[src/rtl/cpu_pkg.sv]
// Shared CPU definitions: opcode constants, IR field positions,
// sequencer state encoding and the decoded-instruction bundle.
package cpu_pkg;

    // IR field positions
    localparam int OP_HI = 31;
    localparam int OP_LO = 27;
    localparam int RA_HI = 26;
    localparam int RA_LO = 23;
    localparam int RB_HI = 22;
    localparam int RB_LO = 19;
    localparam int RC_HI = 18;
    localparam int RC_LO = 15;

    // Opcodes
    localparam logic [4:0] OP_ADD  = 5'b00011;
    localparam logic [4:0] OP_SUB  = 5'b00100;
    localparam logic [4:0] OP_AND  = 5'b00101;
    localparam logic [4:0] OP_OR   = 5'b00110;
    localparam logic [4:0] OP_ROR  = 5'b00111;
    localparam logic [4:0] OP_ROL  = 5'b01000;
    localparam logic [4:0] OP_SHR  = 5'b01001;
    localparam logic [4:0] OP_SHRA = 5'b01010;
    localparam logic [4:0] OP_SHL  = 5'b01011;
    localparam logic [4:0] OP_MUL  = 5'b01111;
    localparam logic [4:0] OP_DIV  = 5'b10000;
    localparam logic [4:0] OP_NEG  = 5'b10001;
    localparam logic [4:0] OP_NOT  = 5'b10010;
    localparam logic [4:0] OP_NOP  = 5'b11010;
    localparam logic [4:0] OP_HALT = 5'b11011;

    typedef enum logic [3:0] {
        S_IDLE,
        S_T0,
        S_T1,
        S_T2,
        S_T3,
        S_T4,
        S_T5,
        S_T6,
        S_HALT
    } state_e;

    typedef enum logic [2:0] {
        C_BIN,
        C_MULDIV,
        C_UNARY,
        C_NOP,
        C_HALT,
        C_ILLEGAL
    } iclass_e;

    typedef struct packed {
        iclass_e    cls;
        logic [4:0] op;
        logic [3:0] ra;
        logic [3:0] rb;
        logic [3:0] rc;
    } dec_t;

endpackage

[src/rtl/control_sequencer_if.sv]
// Sequencer <-> datapath bundle. master = sequencer, slave = datapath.
// Inputs: run, mem_rdy, ir. Outputs: strobes, register selects, status.
interface control_sequencer_if #(
    parameter int CNT_W = 16
);
    logic             run;
    logic             mem_rdy;
    logic [31:0]      ir;

    logic             PCout;
    logic             incPC;
    logic             MARin;
    logic             read;
    logic             MDRin;
    logic             PCin;
    logic             MDRout;
    logic             IRin;
    logic             Yin;
    logic             Zin;
    logic             ZLowOut;
    logic             ZHighOut;
    logic             HIin;
    logic             LOin;
    logic             rout_en;
    logic [3:0]       rout_sel;
    logic             rin_en;
    logic [3:0]       rin_sel;
    logic [4:0]       opcode;
    logic             done;
    logic             busy;
    logic             halted;
    logic             illegal;
    logic [CNT_W-1:0] instr_count;

    modport master (
        input  run, mem_rdy, ir,
        output PCout, incPC, MARin, read, MDRin, PCin, MDRout, IRin,
               Yin, Zin, ZLowOut, ZHighOut, HIin, LOin,
               rout_en, rout_sel, rin_en, rin_sel, opcode,
               done, busy, halted, illegal, instr_count
    );

    modport slave (
        output run, mem_rdy, ir,
        input  PCout, incPC, MARin, read, MDRin, PCin, MDRout, IRin,
               Yin, Zin, ZLowOut, ZHighOut, HIin, LOin,
               rout_en, rout_sel, rin_en, rin_sel, opcode,
               done, busy, halted, illegal, instr_count
    );

endinterface

[src/rtl/instr_decode.sv]
// Combinational IR decoder: instruction class plus register fields.
// Ports: ir_i (IR contents) -> dec_o (class, opcode, Ra, Rb, Rc).
module instr_decode
    import cpu_pkg::*;
(
    input  logic [31:0] ir_i,
    output dec_t        dec_o
);

    logic unused_ir;
    assign unused_ir = ^ir_i[RC_LO-1:0];

    always_comb begin
        dec_o.op = ir_i[OP_HI:OP_LO];
        dec_o.ra = ir_i[RA_HI:RA_LO];
        dec_o.rb = ir_i[RB_HI:RB_LO];
        dec_o.rc = ir_i[RC_HI:RC_LO];
        unique case (ir_i[OP_HI:OP_LO])
            OP_ADD, OP_SUB, OP_AND, OP_OR, OP_ROR,
            OP_ROL, OP_SHR, OP_SHRA, OP_SHL:
                dec_o.cls = C_BIN;
            OP_MUL, OP_DIV:
                dec_o.cls = C_MULDIV;
            OP_NEG, OP_NOT:
                dec_o.cls = C_UNARY;
            OP_NOP:
                dec_o.cls = C_NOP;
            OP_HALT:
                dec_o.cls = C_HALT;
            default:
                dec_o.cls = C_ILLEGAL;
        endcase
    end

endmodule

[src/rtl/control_sequencer.sv]
// Hardwired T-state control sequencer with retired-instruction counter.
// Ports: clock, clear (sync reset), bus (control_sequencer_if.master).
module control_sequencer
    import cpu_pkg::*;
#(
    parameter int CNT_W = 16
) (
    input logic                 clock,
    input logic                 clear,
    control_sequencer_if.master bus
);

    state_e           state_q, state_d;
    logic [CNT_W-1:0] cnt_q, cnt_d;
    logic             ill_q, ill_d;
    logic             done_c;
    dec_t             dec;

    instr_decode u_dec (
        .ir_i  (bus.ir),
        .dec_o (dec)
    );

    always_ff @(posedge clock) begin
        if (clear) begin
            state_q <= S_IDLE;
            cnt_q   <= '0;
            ill_q   <= 1'b0;
        end else begin
            state_q <= state_d;
            cnt_q   <= cnt_d;
            ill_q   <= ill_d;
        end
    end

    always_comb begin
        state_d = state_q;
        unique case (state_q)
            S_IDLE: if (bus.run) state_d = S_T0;
            S_T0:   state_d = S_T1;
            S_T1:   if (bus.mem_rdy) state_d = S_T2;
            S_T2:   state_d = S_T3;
            S_T3:   state_d = (dec.cls == C_HALT) ? S_HALT : S_T4;
            S_T4:   state_d = S_T5;
            S_T5:   state_d = S_T6;
            S_T6:   state_d = S_IDLE;
            S_HALT: state_d = S_HALT;
            default: state_d = S_IDLE;
        endcase
        // Final T-state of any instruction chains or idles on run.
        if (done_c && dec.cls != C_HALT)
            state_d = bus.run ? S_T0 : S_IDLE;
    end

    always_comb begin
        bus.PCout    = 1'b0;
        bus.incPC    = 1'b0;
        bus.MARin    = 1'b0;
        bus.read     = 1'b0;
        bus.MDRin    = 1'b0;
        bus.PCin     = 1'b0;
        bus.MDRout   = 1'b0;
        bus.IRin     = 1'b0;
        bus.Yin      = 1'b0;
        bus.Zin      = 1'b0;
        bus.ZLowOut  = 1'b0;
        bus.ZHighOut = 1'b0;
        bus.HIin     = 1'b0;
        bus.LOin     = 1'b0;
        bus.rout_en  = 1'b0;
        bus.rout_sel = 4'd0;
        bus.rin_en   = 1'b0;
        bus.rin_sel  = 4'd0;
        bus.opcode   = 5'd0;
        done_c       = 1'b0;
        unique case (state_q)
            S_T0: begin
                bus.PCout = 1'b1;
                bus.incPC = 1'b1;
                bus.MARin = 1'b1;
                bus.Zin   = 1'b1;
            end
            S_T1: begin
                bus.read  = 1'b1;
                bus.MDRin = 1'b1;
                bus.PCin  = bus.mem_rdy;
            end
            S_T2: begin
                bus.MDRout = 1'b1;
                bus.IRin   = 1'b1;
            end
            S_T3: begin
                unique case (dec.cls)
                    C_BIN, C_MULDIV: begin
                        bus.rout_en  = 1'b1;
                        bus.rout_sel = dec.rb;
                        bus.Yin      = 1'b1;
                    end
                    C_UNARY: begin
                        bus.rout_en  = 1'b1;
                        bus.rout_sel = dec.rb;
                        bus.opcode   = dec.op;
                        bus.Zin      = 1'b1;
                    end
                    default: done_c = 1'b1;
                endcase
            end
            S_T4: begin
                unique case (dec.cls)
                    C_BIN, C_MULDIV: begin
                        bus.rout_en  = 1'b1;
                        bus.rout_sel = dec.rc;
                        bus.opcode   = dec.op;
                        bus.Zin      = 1'b1;
                    end
                    C_UNARY: begin
                        bus.ZLowOut = 1'b1;
                        bus.rin_en  = 1'b1;
                        bus.rin_sel = dec.ra;
                        done_c      = 1'b1;
                    end
                    default: ;
                endcase
            end
            S_T5: begin
                if (dec.cls == C_MULDIV) begin
                    bus.ZLowOut = 1'b1;
                    bus.LOin    = 1'b1;
                end else begin
                    bus.ZLowOut = 1'b1;
                    bus.rin_en  = 1'b1;
                    bus.rin_sel = dec.ra;
                    done_c      = 1'b1;
                end
            end
            S_T6: begin
                bus.ZHighOut = 1'b1;
                bus.HIin     = 1'b1;
                done_c       = 1'b1;
            end
            default: ;
        endcase
    end

    always_comb begin
        cnt_d = cnt_q + {{(CNT_W-1){1'b0}}, done_c};
        ill_d = ill_q | (state_q == S_T3 && dec.cls == C_ILLEGAL);
    end

    assign bus.done        = done_c;
    assign bus.busy        = (state_q != S_IDLE) && (state_q != S_HALT);
    assign bus.halted      = (state_q == S_HALT);
    assign bus.illegal     = ill_q;
    assign bus.instr_count = cnt_q;

endmodule

[src/flat_wrapper.sv]
// flat-port wrapper written by rule: the top's interface ports become plain ports
module control_sequencer_flat import cpu_pkg::*;
#(
    parameter int CNT_W = 16
)
  (clock, clear, bus_run, bus_mem_rdy, bus_ir, bus_PCout, bus_incPC, bus_MARin, bus_read, bus_MDRin, bus_PCin, bus_MDRout, bus_IRin, bus_Yin, bus_Zin, bus_ZLowOut, bus_ZHighOut, bus_HIin, bus_LOin, bus_rout_en, bus_rout_sel, bus_rin_en, bus_rin_sel, bus_opcode, bus_done, bus_busy, bus_halted, bus_illegal, bus_instr_count);
  control_sequencer_if #(.CNT_W(CNT_W)) bus_i ();
  input logic clock;
  input logic clear;
  input wire logic [$bits(bus_i.run)-1:0] bus_run;
  input wire logic [$bits(bus_i.mem_rdy)-1:0] bus_mem_rdy;
  input wire logic [$bits(bus_i.ir)-1:0] bus_ir;
  output wire logic [$bits(bus_i.PCout)-1:0] bus_PCout;
  output wire logic [$bits(bus_i.incPC)-1:0] bus_incPC;
  output wire logic [$bits(bus_i.MARin)-1:0] bus_MARin;
  output wire logic [$bits(bus_i.read)-1:0] bus_read;
  output wire logic [$bits(bus_i.MDRin)-1:0] bus_MDRin;
  output wire logic [$bits(bus_i.PCin)-1:0] bus_PCin;
  output wire logic [$bits(bus_i.MDRout)-1:0] bus_MDRout;
  output wire logic [$bits(bus_i.IRin)-1:0] bus_IRin;
  output wire logic [$bits(bus_i.Yin)-1:0] bus_Yin;
  output wire logic [$bits(bus_i.Zin)-1:0] bus_Zin;
  output wire logic [$bits(bus_i.ZLowOut)-1:0] bus_ZLowOut;
  output wire logic [$bits(bus_i.ZHighOut)-1:0] bus_ZHighOut;
  output wire logic [$bits(bus_i.HIin)-1:0] bus_HIin;
  output wire logic [$bits(bus_i.LOin)-1:0] bus_LOin;
  output wire logic [$bits(bus_i.rout_en)-1:0] bus_rout_en;
  output wire logic [$bits(bus_i.rout_sel)-1:0] bus_rout_sel;
  output wire logic [$bits(bus_i.rin_en)-1:0] bus_rin_en;
  output wire logic [$bits(bus_i.rin_sel)-1:0] bus_rin_sel;
  output wire logic [$bits(bus_i.opcode)-1:0] bus_opcode;
  output wire logic [$bits(bus_i.done)-1:0] bus_done;
  output wire logic [$bits(bus_i.busy)-1:0] bus_busy;
  output wire logic [$bits(bus_i.halted)-1:0] bus_halted;
  output wire logic [$bits(bus_i.illegal)-1:0] bus_illegal;
  output wire logic [$bits(bus_i.instr_count)-1:0] bus_instr_count;
  assign bus_i.run = bus_run;
  assign bus_i.mem_rdy = bus_mem_rdy;
  assign bus_i.ir = bus_ir;
  assign bus_PCout = bus_i.PCout;
  assign bus_incPC = bus_i.incPC;
  assign bus_MARin = bus_i.MARin;
  assign bus_read = bus_i.read;
  assign bus_MDRin = bus_i.MDRin;
  assign bus_PCin = bus_i.PCin;
  assign bus_MDRout = bus_i.MDRout;
  assign bus_IRin = bus_i.IRin;
  assign bus_Yin = bus_i.Yin;
  assign bus_Zin = bus_i.Zin;
  assign bus_ZLowOut = bus_i.ZLowOut;
  assign bus_ZHighOut = bus_i.ZHighOut;
  assign bus_HIin = bus_i.HIin;
  assign bus_LOin = bus_i.LOin;
  assign bus_rout_en = bus_i.rout_en;
  assign bus_rout_sel = bus_i.rout_sel;
  assign bus_rin_en = bus_i.rin_en;
  assign bus_rin_sel = bus_i.rin_sel;
  assign bus_opcode = bus_i.opcode;
  assign bus_done = bus_i.done;
  assign bus_busy = bus_i.busy;
  assign bus_halted = bus_i.halted;
  assign bus_illegal = bus_i.illegal;
  assign bus_instr_count = bus_i.instr_count;
  control_sequencer #(.CNT_W(CNT_W)) u_core (.clock(clock), .clear(clear), .bus(bus_i));
endmodule
[config.mk]
export PLATFORM = sky130hd
export DESIGN_NAME = control_sequencer_flat
export DESIGN_NICKNAME = d
export VERILOG_FILES = /design/src/rtl/cpu_pkg.sv /design/src/rtl/control_sequencer_if.sv /design/src/rtl/instr_decode.sv /design/src/rtl/control_sequencer.sv /design/src/flat_wrapper.sv
export SDC_FILE = /design/constraint.sdc
export NUM_CORES = 1
export LEC_CHECK = 0
export ABC_AREA = 1
export CAP_MARGIN = 20
export CORE_ASPECT_RATIO = 1.4
export CORE_MARGIN = 1
export CORE_UTILIZATION = 30
export CTS_CLUSTER_DIAMETER = 100
export CTS_CLUSTER_SIZE = 28
export DETAILED_ROUTE_END_ITERATION = 16
export HOLD_SLACK_MARGIN = 0.03
export PLACE_DENSITY = 0.66
export SYNTH_ARGS = -nofsm -noshare
export SYNTH_HDL_FRONTEND = slang
export SYNTH_SLANG_ARGS = --single-unit
[constraint.sdc]
create_clock -name clock -period 3 [get_ports clock]
set_input_delay 0.45 -clock clock [delete_from_list [all_inputs] [get_ports clock]]
set_output_delay 0.45 -clock clock [all_outputs]
set_load 0.02 [all_outputs]
==> results.toml <==
[status]
status = "finished, final reports clean"

[worst_setup_path]
arrival_ns = 2.43
cp_data_required_time_ns = 2.55
path_max_fanout = 5
start_kind = "input pin"
ff2ff_setup_slack_ns = 0.47
reg2reg_depth = 17
endpoint_kind = "primary output"
crit_type = "input pin to primary output"

[floorplanning]
io_pins = 85
die_area_um2 = 5190
core_area_um2 = 4610
rows = 29
die_x_um = 61.2
die_h_um = 84.9
start_util_pct = 31.9

[min_path]
hold_path_class = "flip-flop to flip-flop"
whs_path_depth = 2

[pwr]
sw_frac_of_total_pct = 37.3
power_mw = 0.959
intPower_mw = 0.601
pwr-share-seq_pct = 32.7
p_per_area_nw_per_um2 = 382
p_sw_mw = 0.357
ir_drop_mv = 0.220
leakage_nw = 1.19
comb_power_share_pct = 48.3
clockPowerShare_pct = 19.0

[finish]
fill_cells = 475
drive_above_1_share_pct = 22.6
post-route-util_pct = 54.5
diodes = 0
nNetsFinal = 368
syn_to_final_growth_pct = 70.6

[logic_synthesis]
syn-cell-area_um2 = 1470
synthFlopType = "dfxtp_1"
async_flop_share_pct = 0
yosys_warnings = 0
syn_area_per_cell_um2 = 6.40
syn_inst = 230
synth_area_leaders = "dfxtp_1 29%, inv_1 12%, nand2_1 9.4%"
synth_seq_cells = 21
synth_cell_types = 30
synth-edff-count = 0
synth_nets = 270
synth_common_cells = "47 x inv_1, 37 x nand2_1, 37 x nor2_1"
synth_top_area_cell = "dfxtp_1"
ys_seq_area_share_pct = 28.6
synth_top_area_share_pct = 28.6
synth.most_common_cell = "inv_1"

[routing]
viasPerCell = 4.49
first_pass_iters = 4
ant_nets = 0
drtIter0Drc = 35
wirelength_um = 3930
drc = 0
wl_per_cell_um = 10.1
via_count = 1748

[global_route]
busiest_layer = "met2"
grt_max_degree = 13
gr-usage-all-layers_pct = 15.3
grt_pass1_vias = 1542
use_met3_pct = 1.83
antenna_found_initial = 0
grt_overflow_total = 0
grt_pass1_wl_um = 6320
met1_usage_pct = 16.8
grt_use_met2_pct = 30.1

[timing]
worst_pin_slew_ns = 0.464
hold_viol_final = 0
finalWorstSetupSlack_ns = 0.120
fin_crit_sh_pct = 96.0
finalSetupViolCount = 0
relSlewSlack_pct = 68.9
clock_skew_ns = 0.00522
fmax_ghz = 0.347
slew_viol_final = 0
layout_min_cycle_time_ns = 2.88

[clock_tree]
cts_tree = "yes"
clk_latency_ns = 0.26
h-tree-depth = 1
clk_pin_slew_worst_paths_ns = 0.07
cts_made_buffers = 3
ctsRootBufferMaster = "clkbuf_8"
cts.sinks = 21
clock_path_buffers = 2
cts_hold_buf = 0

[place]
place_congestion = 0.851
dpl.hpwl_um = 3130
port_buffers = 69
place_worst_setup_slack_ns = -0.456

[flow_run]
maxCapViolCount = 0
==> area by class of cell <==
class	instances	area [µm²]	area share, %
multi-input cells	151	870	34.6
repair buffers	100	905	36.0
clock buffers	3	41.3	1.65
well taps	62	77.6	3.09
inverters	51	191	7.63
flip-flops and latches	21	420	16.7
clock inverters	1	5.00	0.199
==> through the flow <==
step | setup TNS (ns) | instances | hold WS [ns] | area (µm²)
floorplan | 0 | 230 | 0.526 | 1470
CTS | 0 | 384 | 0.468 | 2450
global placement | -6.71 | 376 | 0.449 | 2360
finish | 0 | 389 | 0.465 | 2510
detailed placement | -7.49 | 376 | 0.457 | 2360
global route | -0.0407 | 389 | 0.503 | 2510
==> critical path, stage by stage <==
cell             delay (ns)
clkbuf_2               0.10
inv_2                  0.04
ha_1                   0.28
nor2_1                 0.14
nand2_2                0.10
buf_4                  0.14
buf_4                  0.12
nand2_1                0.07
o21ai_2                0.06
or2_1                  0.28
nand2_1                0.08
clkdlybuf4s50_1        0.59
==> flip-flops by register name (all words and copies together), names as in the netlist <==
| name | cells |
|---|---|
| u_core.bus.illegal | 1 |
| u_core.bus.instr_count | 16 |
| u_core.state_q | 4 |
==> repair_timing <==
action                                  in CTS  in global routing
endpoints found under the setup margin      28                 14
gates resized for setup                     32                 12
pin swaps                                    9                 12
buffers inserted                             4                  5
gates cloned                                 0                  0
==> logic make-up after synthesis <==
kind of cell	after synthesis	synth area share, %
flops	21	28.6
simple gates	115	38.9
xor+xnor	3	1.79
fa+ha+maj	4	3.40
compound gates	29	11.3
buf+inv	58	16.1
==> power groups by stage <==
stage	Clock, mW	Combinational [mW]	Sequential, mW
after floorplan	0	0.284	0.318
after detailed placement	0	0.463	0.319
after global routing	0.202	0.506	0.317
after CTS	0.189	0.463	0.313
after global placement	0	0.459	0.318
final	0.182	0.464	0.313
==> worst paths after layout <==
check	from	end
hold reg to reg	u_core.bus.illegal$_SDFF_PP0_	u_core.bus.illegal$_SDFF_PP0_
setup reg to reg	u_core.state_q[1]$_SDFFE_PP0P_	u_core.bus.instr_count[11]$_SDFF_PP0_
hold / removal	u_core.bus.illegal$_SDFF_PP0_	u_core.bus.illegal$_SDFF_PP0_
setup / recovery	bus_ir[27]	bus_rout_en
==> metal layers <==
| metal | vias up | share of wire (%) | wire length [µm] |
|---|---|---|---|
| li1 | 903 | - | - |
| met1 | 782 | 41 | 1600 |
| met2 | 59 | 52 | 2050 |
| met3 | 4 | 6.6 | 259 |
| met4 | 0 | 0.59 | 23 |
| met5 | - | 0 | 0 |
==> layout by cell type, fill, tap and decap left out, drive strengths merged, types with 5 or more instances in the layout <==
cell type,n
dlygate4sd2,13
a21oi,13
clkbuf,5
dfxtp,21
o21ai,9
buf,31
nor3,8
nand3,15
nand2,42
inv,51
clkdlybuf4s50,49
nor2,42
(Power assumes the default switching activity.)
